File: src/rtl/pwl_coef_selector.sv
// pwl_coef_selector: two-stage pipelined piecewise-linear coefficient selector.
// Finds the segment of signed operand x against a per-mode breakpoint table.
// Emits that segment's slope k and intercept b, aligned with x.
// Ports:
//   clk, rst                 clock, asynchronous active-high reset
//   cfg_we/mode/seg/sel/data runtime table write (sel: 0 bp, 1 k, 2 b, 3 ignored)
//   in_valid/in_ready        input handshake; in_mode, in_x operand payload
//   out_valid/out_ready      output handshake
//   out_x/k/b/seg/mode/err   aligned operand, coefficients, segment, mode, bad-mode flag
module pwl_coef_selector #(
   parameter int unsigned FIX_POINT_WIDTH = 16,
   parameter int unsigned SEG_NUM         = 8,
   parameter int unsigned MODE_NUM        = 4,
   parameter int unsigned MODE_W          = 2
) (
   input  logic                         clk,
   input  logic                         rst,
   input  logic                         cfg_we,
   input  logic [MODE_W-1:0]            cfg_mode,
   input  logic [$clog2(SEG_NUM)-1:0]   cfg_seg,
   input  logic [1:0]                   cfg_sel,
   input  logic [FIX_POINT_WIDTH-1:0]   cfg_data,
   input  logic                         in_valid,
   output logic                         in_ready,
   input  logic [MODE_W-1:0]            in_mode,
   input  logic [FIX_POINT_WIDTH-1:0]   in_x,
   output logic                         out_valid,
   input  logic                         out_ready,
   output logic [FIX_POINT_WIDTH-1:0]   out_x,
   output logic [FIX_POINT_WIDTH-1:0]   out_k,
   output logic [FIX_POINT_WIDTH-1:0]   out_b,
   output logic [$clog2(SEG_NUM)-1:0]   out_seg,
   output logic [MODE_W-1:0]            out_mode,
   output logic                         out_err
);

   localparam int unsigned W     = FIX_POINT_WIDTH;
   localparam int unsigned SEG_W = $clog2(SEG_NUM);

   logic signed [W-1:0] bp_q [MODE_NUM][SEG_NUM];
   logic signed [W-1:0] k_q  [MODE_NUM][SEG_NUM];
   logic signed [W-1:0] b_q  [MODE_NUM][SEG_NUM];

   logic                 s1_valid;
   logic [W-1:0]         s1_x;
   logic [MODE_W-1:0]    s1_mode;
   logic                 s1_err;
   logic [SEG_NUM-1:1]   s1_ge;

   logic                 en_c;
   logic                 cfg_ok_c;
   logic                 in_err_c;
   logic [MODE_W-1:0]    in_rd_mode_c;
   logic [SEG_NUM-1:1]   ge_c;
   logic [SEG_W-1:0]     seg_c;
   logic [MODE_W-1:0]    s1_rd_mode_c;
   logic signed [W-1:0]  k_rd_c;
   logic signed [W-1:0]  b_rd_c;

   // Pipeline advances whenever the output register is empty or being drained
   assign en_c     = out_ready | ~out_valid;
   assign in_ready = en_c;

   // Input-side decode and breakpoint comparisons; bad modes read mode 0 safely
   always_comb begin
      in_err_c     = (32'(in_mode) >= MODE_NUM);
      in_rd_mode_c = in_err_c ? '0 : in_mode;
      ge_c         = '0;
      for (int unsigned j = 1; j < SEG_NUM; j++) begin
         ge_c[SEG_W'(j)] = ($signed(in_x) >= bp_q[in_rd_mode_c][SEG_W'(j)]);
      end
   end

   // Segment is the number of breakpoints at or below x, then coefficient lookup
   always_comb begin
      seg_c = '0;
      for (int unsigned j = 1; j < SEG_NUM; j++) begin
         seg_c = seg_c + SEG_W'(s1_ge[SEG_W'(j)]);
      end
      s1_rd_mode_c = s1_err ? '0 : s1_mode;
      k_rd_c       = k_q[s1_rd_mode_c][seg_c];
      b_rd_c       = b_q[s1_rd_mode_c][seg_c];
   end

   assign cfg_ok_c = cfg_we && (32'(cfg_mode) < MODE_NUM) && (cfg_sel != 2'd3);

   // Coefficient tables, writable at runtime
   always_ff @(posedge clk or posedge rst) begin
      if (rst) begin
         for (int m = 0; m < int'(MODE_NUM); m++) begin
            for (int j = 0; j < int'(SEG_NUM); j++) begin
               bp_q[m][j] <= '0;
               k_q[m][j]  <= '0;
               b_q[m][j]  <= '0;
            end
         end
      end else if (cfg_ok_c) begin
         case (cfg_sel)
            2'd0:    bp_q[cfg_mode][cfg_seg] <= cfg_data;
            2'd1:    k_q[cfg_mode][cfg_seg]  <= cfg_data;
            2'd2:    b_q[cfg_mode][cfg_seg]  <= cfg_data;
            default: ;
         endcase
      end
   end

   // Stage 1: accept operand and latch comparison results
   always_ff @(posedge clk or posedge rst) begin
      if (rst) begin
         s1_valid <= 1'b0;
         s1_x     <= '0;
         s1_mode  <= '0;
         s1_err   <= 1'b0;
         s1_ge    <= '0;
      end else if (en_c) begin
         s1_valid <= in_valid;
         if (in_valid) begin
            s1_x    <= in_x;
            s1_mode <= in_mode;
            s1_err  <= in_err_c;
            s1_ge   <= ge_c;
         end
      end
   end

   // Stage 2: register segment, coefficients and aligned operand
   always_ff @(posedge clk or posedge rst) begin
      if (rst) begin
         out_valid <= 1'b0;
         out_x     <= '0;
         out_k     <= '0;
         out_b     <= '0;
         out_seg   <= '0;
         out_mode  <= '0;
         out_err   <= 1'b0;
      end else if (en_c) begin
         out_valid <= s1_valid;
         if (s1_valid) begin
            out_x    <= s1_x;
            out_mode <= s1_mode;
            out_err  <= s1_err;
            out_seg  <= s1_err ? '0 : seg_c;
            out_k    <= s1_err ? '0 : k_rd_c;
            out_b    <= s1_err ? '0 : b_rd_c;
         end
      end
   end

endmodule
File: config.mk
export PLATFORM = sky130hd
export DESIGN_NAME = pwl_coef_selector
export DESIGN_NICKNAME = d
export VERILOG_FILES = /design/src/rtl/pwl_coef_selector.sv
export SDC_FILE = /design/constraint.sdc
export NUM_CORES = 2
export LEC_CHECK = 0
export ABC_AREA = 1
export BUFFER_PORTS_ARGS = -buffer_cell sky130_fd_sc_hd__clkbuf_2
export CORE_ASPECT_RATIO = 1.5
export CORE_UTILIZATION = 59
export CTS_CLUSTER_SIZE = 25
export DETAILED_ROUTE_END_ITERATION = 12
export GPL_TIMING_DRIVEN = 0
export PLACE_DENSITY = 0.75
export SYNTH_ARGS = -nofsm -noshare
export SYNTH_HDL_FRONTEND = slang
export SYNTH_SLANG_ARGS = --single-unit
File: constraint.sdc
create_clock -name clk -period 73.6 [get_ports clk]
set_input_delay 0 -clock clk [delete_from_list [all_inputs] [get_ports clk]]
set_output_delay 0 -clock clk [all_outputs]
set_load 0.005 [all_outputs]
==> impl_metrics.py, run 1 <==
metrics = {
    "run_status": {
        "status": "did not finish",
        "failing_step": "global routing (5_1_grt)",
        "error": "[ERROR GRT-0116] Global routing finished with congestion. Check the congestion regions in the DRC Viewer.",
    },
    "synth": {
        "syn_inst": 8481,
        "ys.flop_type": "dfrtp_1",
        "ys.warnings.count": 0,
        "async_flop_share": 1.00,
        "syn_area_per_cell_um2": 8.32,
        "ys_seq_area_frac": 0.550,
        "ys_types": 29,
        "synth_edf_count": 0,
        "syn_area_um2": 70600,
        "syn-num-nets": 8643,
        "synth-seq-cells": 1552,
    },
    "placed_design": {
        "dp.final_hpwl_um": 288000,
        "port_buffers": 99,
        "gp_congestion": 1.21,
        "placed_cells_incl_taps": 10182,
    },
    "grt": {
        "grt_pass1_wl_um": 689000,
        "track_usage": 0.790,
        "first_global_vias": 78634,
        "grt_max_degree": 131,
        "grt_overflow": 1508,
    },
    "clocking": {
        "post_cts_buffers": 0,
        "clock-root-buffer": "clkbuf_16",
        "clockBufferDepth": 3,
        "numCtsBuffers": 149,
        "clock-sinks": 1552,
        "cts_max_level": 4,
    },
    "floorplan": {
        "start_util": 0.594,
        "chipWidth_um": 284,
        "io_pins": 102,
        "fp-row-count": 155,
        "die_h_um": 426,
    },
}
==> stage by stage <==
stage	utilization	setup WS [ns]	instance area, µm²
after floorplan	-	29.81	70600
after global placement	0.614	14.33	73100
after detailed placement	0.619	68.86	73600
after CTS	0.664	68.82	79000
==> routing by layer <==
layer	GRT usage	GRT overflow
met4	0.824	618
met3	0.611	28
met2	0.963	848
met1	0.792	8
met5	0.254	6
==> cells by family after synthesis <==
logic type / share of synthesized area
compound gates: 0.175
fa+ha+maj: 0.0210
buf+inv: 0.0494
flops: 0.550
mux: 0.00255
other cells: 0.0000531
simple gates: 0.202
==> Yosys cell counts, types with 16 or more instances <==
master	count	area, µm²
nand2_1	2703	10100
o21ai_0	1746	8740
dfrtp_1	1552	38800
clkbuf_1	601	2260
nand3_1	509	2550
nor2_1	391	1470
a21oi_1	255	1280
inv_1	140	526
o211ai_1	128	961
ha_1	112	1400
a32o_1	105	1050
buf_2	103	515
o21ai_1	40	200
buf_1	37	139
mux2_2	16	180
==> repair_timing <==
action                                 in CTS
gates resized for setup                     0
hold buffers                               42
endpoints found under the hold margin     336
==> run 2: changes to the inputs <==
--- a/config.mk
+++ b/config.mk
@@ -7,12 +7,10 @@
 export LEC_CHECK = 0
 export ABC_AREA = 1
 export BUFFER_PORTS_ARGS = -buffer_cell sky130_fd_sc_hd__clkbuf_2
-export CORE_ASPECT_RATIO = 1.5
-export CORE_UTILIZATION = 59
-export CTS_CLUSTER_SIZE = 25
+export CORE_UTILIZATION = 40
 export DETAILED_ROUTE_END_ITERATION = 12
 export GPL_TIMING_DRIVEN = 0
-export PLACE_DENSITY = 0.75
+export PLACE_DENSITY_LB_ADDON = 0.15
 export SYNTH_ARGS = -nofsm -noshare
 export SYNTH_HDL_FRONTEND = slang
 export SYNTH_SLANG_ARGS = --single-unit
==> run 2 against run 1 <==
  * The flow now finishes, with violations (capacitance limit, slew limit)
  * Synthesized area did not move
  * Synthesized cell count unchanged
==> impl_metrics.py, run 2 <==
metrics = {
    "pwr": {
        "p_clk_frac": 0.329,
        "switching_share": 0.411,
        "finalPower_uw": 2850,
        "netSwitchingPower_uw": 1170,
        "pwr_density_cell_nw_per_um2": 35.1,
        "power_leakage_uw": 0.0361,
        "pwr-share-comb": 0.323,
        "p_int_uw": 1680,
        "vdd_ir_drop_max_uv": 36.9,
        "pwr-share-seq": 0.348,
    },
    "clocking": {
        "path_clk_slew_ns": 0.06,
        "worstSkewPairLatency_ns": 0.87,
        "numCtsBuffers": 178,
        "clock-root-buffer": "clkbuf_16",
        "clock-sinks": 1552,
        "cts_tree": "done",
        "cts_max_level": 4,
        "clockBufferDepth": 3,
        "cts_resized": 0,
    },
    "worst_hold_path": {
        "hold_depth": 6,
        "min_to": "bp_q[31]",
        "min-delay-start": "cfg_mode[1]",
        "hold_path.class": "in -> reg",
    },
    "detailed_routing": {
        "drt_pass1_iterations": 6,
        "wl_um": 399000,
        "viasPerCell": 6.14,
        "remaining_drc_errors": 0,
        "drt_iter0_markers": 10343,
        "wire_per_inst_um": 35.2,
        "drt.antenna.violating_nets": 0,
        "num_vias": 69442,
    },
    "final_layout": {
        "fin_util": 0.464,
        "mostFrequentLayoutCells": "2703 x nand2_1, 1746 x o21ai_0, 1552 x dfrtp_1",
        "mostFrequentLayoutCell": "nand2_1",
        "final_layout_size_suffix_gt1_frac": 0.0624,
        "top_regs": "b_q x512, k_q x512, bp_q x448",
        "fin_area_um2": 81000,
        "syn_to_final_growth_pct": 14.8,
        "nets": 8989,
    },
    "synth": {
        "synth_commonest_cells": "2703 x nand2_1, 1746 x o21ai_0, 1552 x dfrtp_1, 601 x clkbuf_1, 509 x nand3_1",
        "synth.area.top_cells": "dfrtp_1 55%, nand2_1 14%, o21ai_0 12%",
        "synth_edf_count": 0,
        "ys_seq_area_frac": 0.550,
        "syn-num-nets": 8643,
        "syn_area_per_cell_um2": 8.32,
        "yosysTopAreaCell": "dfrtp_1",
        "synth_top_area_frac": 0.550,
        "ys.warnings.count": 0,
        "synth-seq-cells": 1552,
        "ys.flop_type": "dfrtp_1",
        "syn_area_um2": 70600,
        "synth_most_common_cell": "nand2_1",
        "async_flop_share": 1.00,
        "ys_types": 29,
        "syn_inst": 8481,
    },
    "critical_path": {
        "crit_family": "adder cells",
        "criticalPathCategory": "reg -> reg",
        "path_buf_inv": 3,
        "critical_path.max_fanout": 10,
        "required_ns": 74.38,
        "cp_cell_sequence": "fa_1 > inv_1 > fa_1 > fa_1 > fa_1 > clkbuf_1 > buf_1 > nand3_1 > nand2_1 > nand2_1 > nand3_1",
        "cp_num_cells": 11,
        "crit_top_cell": "fa_1",
        "critPathLaunchType": "flip-flop",
        "reg2reg_from": "s1_ge[1]",
        "reg2reg_depth": 11,
        "r2r_slack_ns": 68.08,
        "endpoint_kind": "flip-flop",
        "r2r-end": "out_k[15]",
        "critical_path_arrival_ns": 6.30,
        "crit_slowest_cell": "fa_1",
        "slowest_delay_ns": 1.00,
    },
    "run": {
        "maxCapViolCount": 22,
    },
    "timing": {
        "fin_tns_setup_ns": 0,
        "rsz0062_at_grt": "false",
        "setup_violations": 0,
        "slew_headroom": -0.103,
        "period_minus_slack_ns": 5.52,
        "finalWorstSetupSlack_ns": 68.08,
        "worst_pin_slew_ns": 1.65,
        "report.final.hold_viol_count": 0,
        "skew_ns": 0.0367,
        "max_freq_mhz": 181,
        "min_period_over_period": 0.0750,
        "drv_slew": 229,
    },
    "run_status": {
        "violations": "capacitance limit, slew limit",
        "status": "complete, but fails checks",
    },
    "grt": {
        "grt_overflow": 0,
        "first_global_vias": 63836,
        "grt_max_degree": 124,
        "grt_pass1_wl_um": 539000,
        "antenna_found_initial": 37,
        "track_usage": 0.441,
    },
    "floorplan": {
        "die_h_um": 422,
        "io_pins": 102,
        "fp-row-count": 153,
        "core_area_um2": 175000,
        "dieArea_um2": 178000,
        "chipWidth_um": 422,
        "start_util": 0.404,
    },
    "placed_design": {
        "pre_cts_ws_ns": 68.33,
        "port_buffers": 99,
        "placed_cell_area_um2": 74500,
        "dp.final_hpwl_um": 290000,
        "gp_congestion": 1.10,
    },
}
run 2: cell counts after synthesis:
No cell type changed its count.
run 2: stage by stage:
step | std cells | hold slack, ns
2_1_floorplan | 8481 | 0.110
3_3_place_gp | 10905 | 0.328
3_5_place_dp | 10926 | 0.0869
4_1_cts | 11296 | 0.0199
5_1_grt | 11301 | 0.0847
6_report | 11312 | 0.0673
run 2: worst min-delay path: stages:
cell and delay [ns]:
clkbuf_2 0.16, nand2_1 0.26, nor2_1 0.18, nand2_1 0.15, nand2_1 0.06, o21ai_0 0.06
run 2: how the worst max path moves through the flow:
stage                     startpoint         to
after floorplan                  rst     b_q[0]
after global placement           rst   k_q[378]
after detailed placement    s1_ge[1]  out_k[15]
after CTS                   s1_ge[1]  out_k[15]
after global routing        s1_ge[1]   out_b[0]
final                       s1_ge[1]  out_k[15]
run 2: power by group through the flow:
stage               Clock [µW]  Combinational [µW]  Sequential [µW]
detailed placement           0                 866             1000
finish                     937                 918              991
global route               969                 920              996
floorplan                    0                 413              985
CTS                        935                 870              987
global placement             0                 862             1010
run 2: area by class of cell:
cell class,instances,area [µm²]
fillers,17643,93500
multi-input cells,6040,28300
inverters,143,544
repair buffers,166,1460
clock inverters,60,747
plain buffers,746,2980
flip-flops and latches,1552,38800
clock buffers,265,5260
well taps,2325,2910
diodes,15,37.5
run 2: cell families after synthesis:
group	Yosys count	synth area share
simple gates	3613	0.202
compound gates	2294	0.175
mux	16	0.00255
flops	1552	0.550
fa+ha+maj	116	0.0210
buf+inv	889	0.0494
other cells	1	0.0000531
run 2: metal layers:
layer  share of wire  track usage  up-vias  wire [µm]
met5         0.00029            0        -        114
met4           0.076        0.280       18      30200
met3            0.12        0.141     1049      47800
met2            0.41        0.624     4457     164000
met1            0.39        0.581    34982     156000
li1                -            -    28936          -
run 2: timing repair:
item | 4_1_cts | 5_1_grt
hold buffers | 45 | 0
buffers inserted | 0 | 0
hold endpoints to repair | 681 | 0
Note: power is estimated with default switching activity, not from simulation.
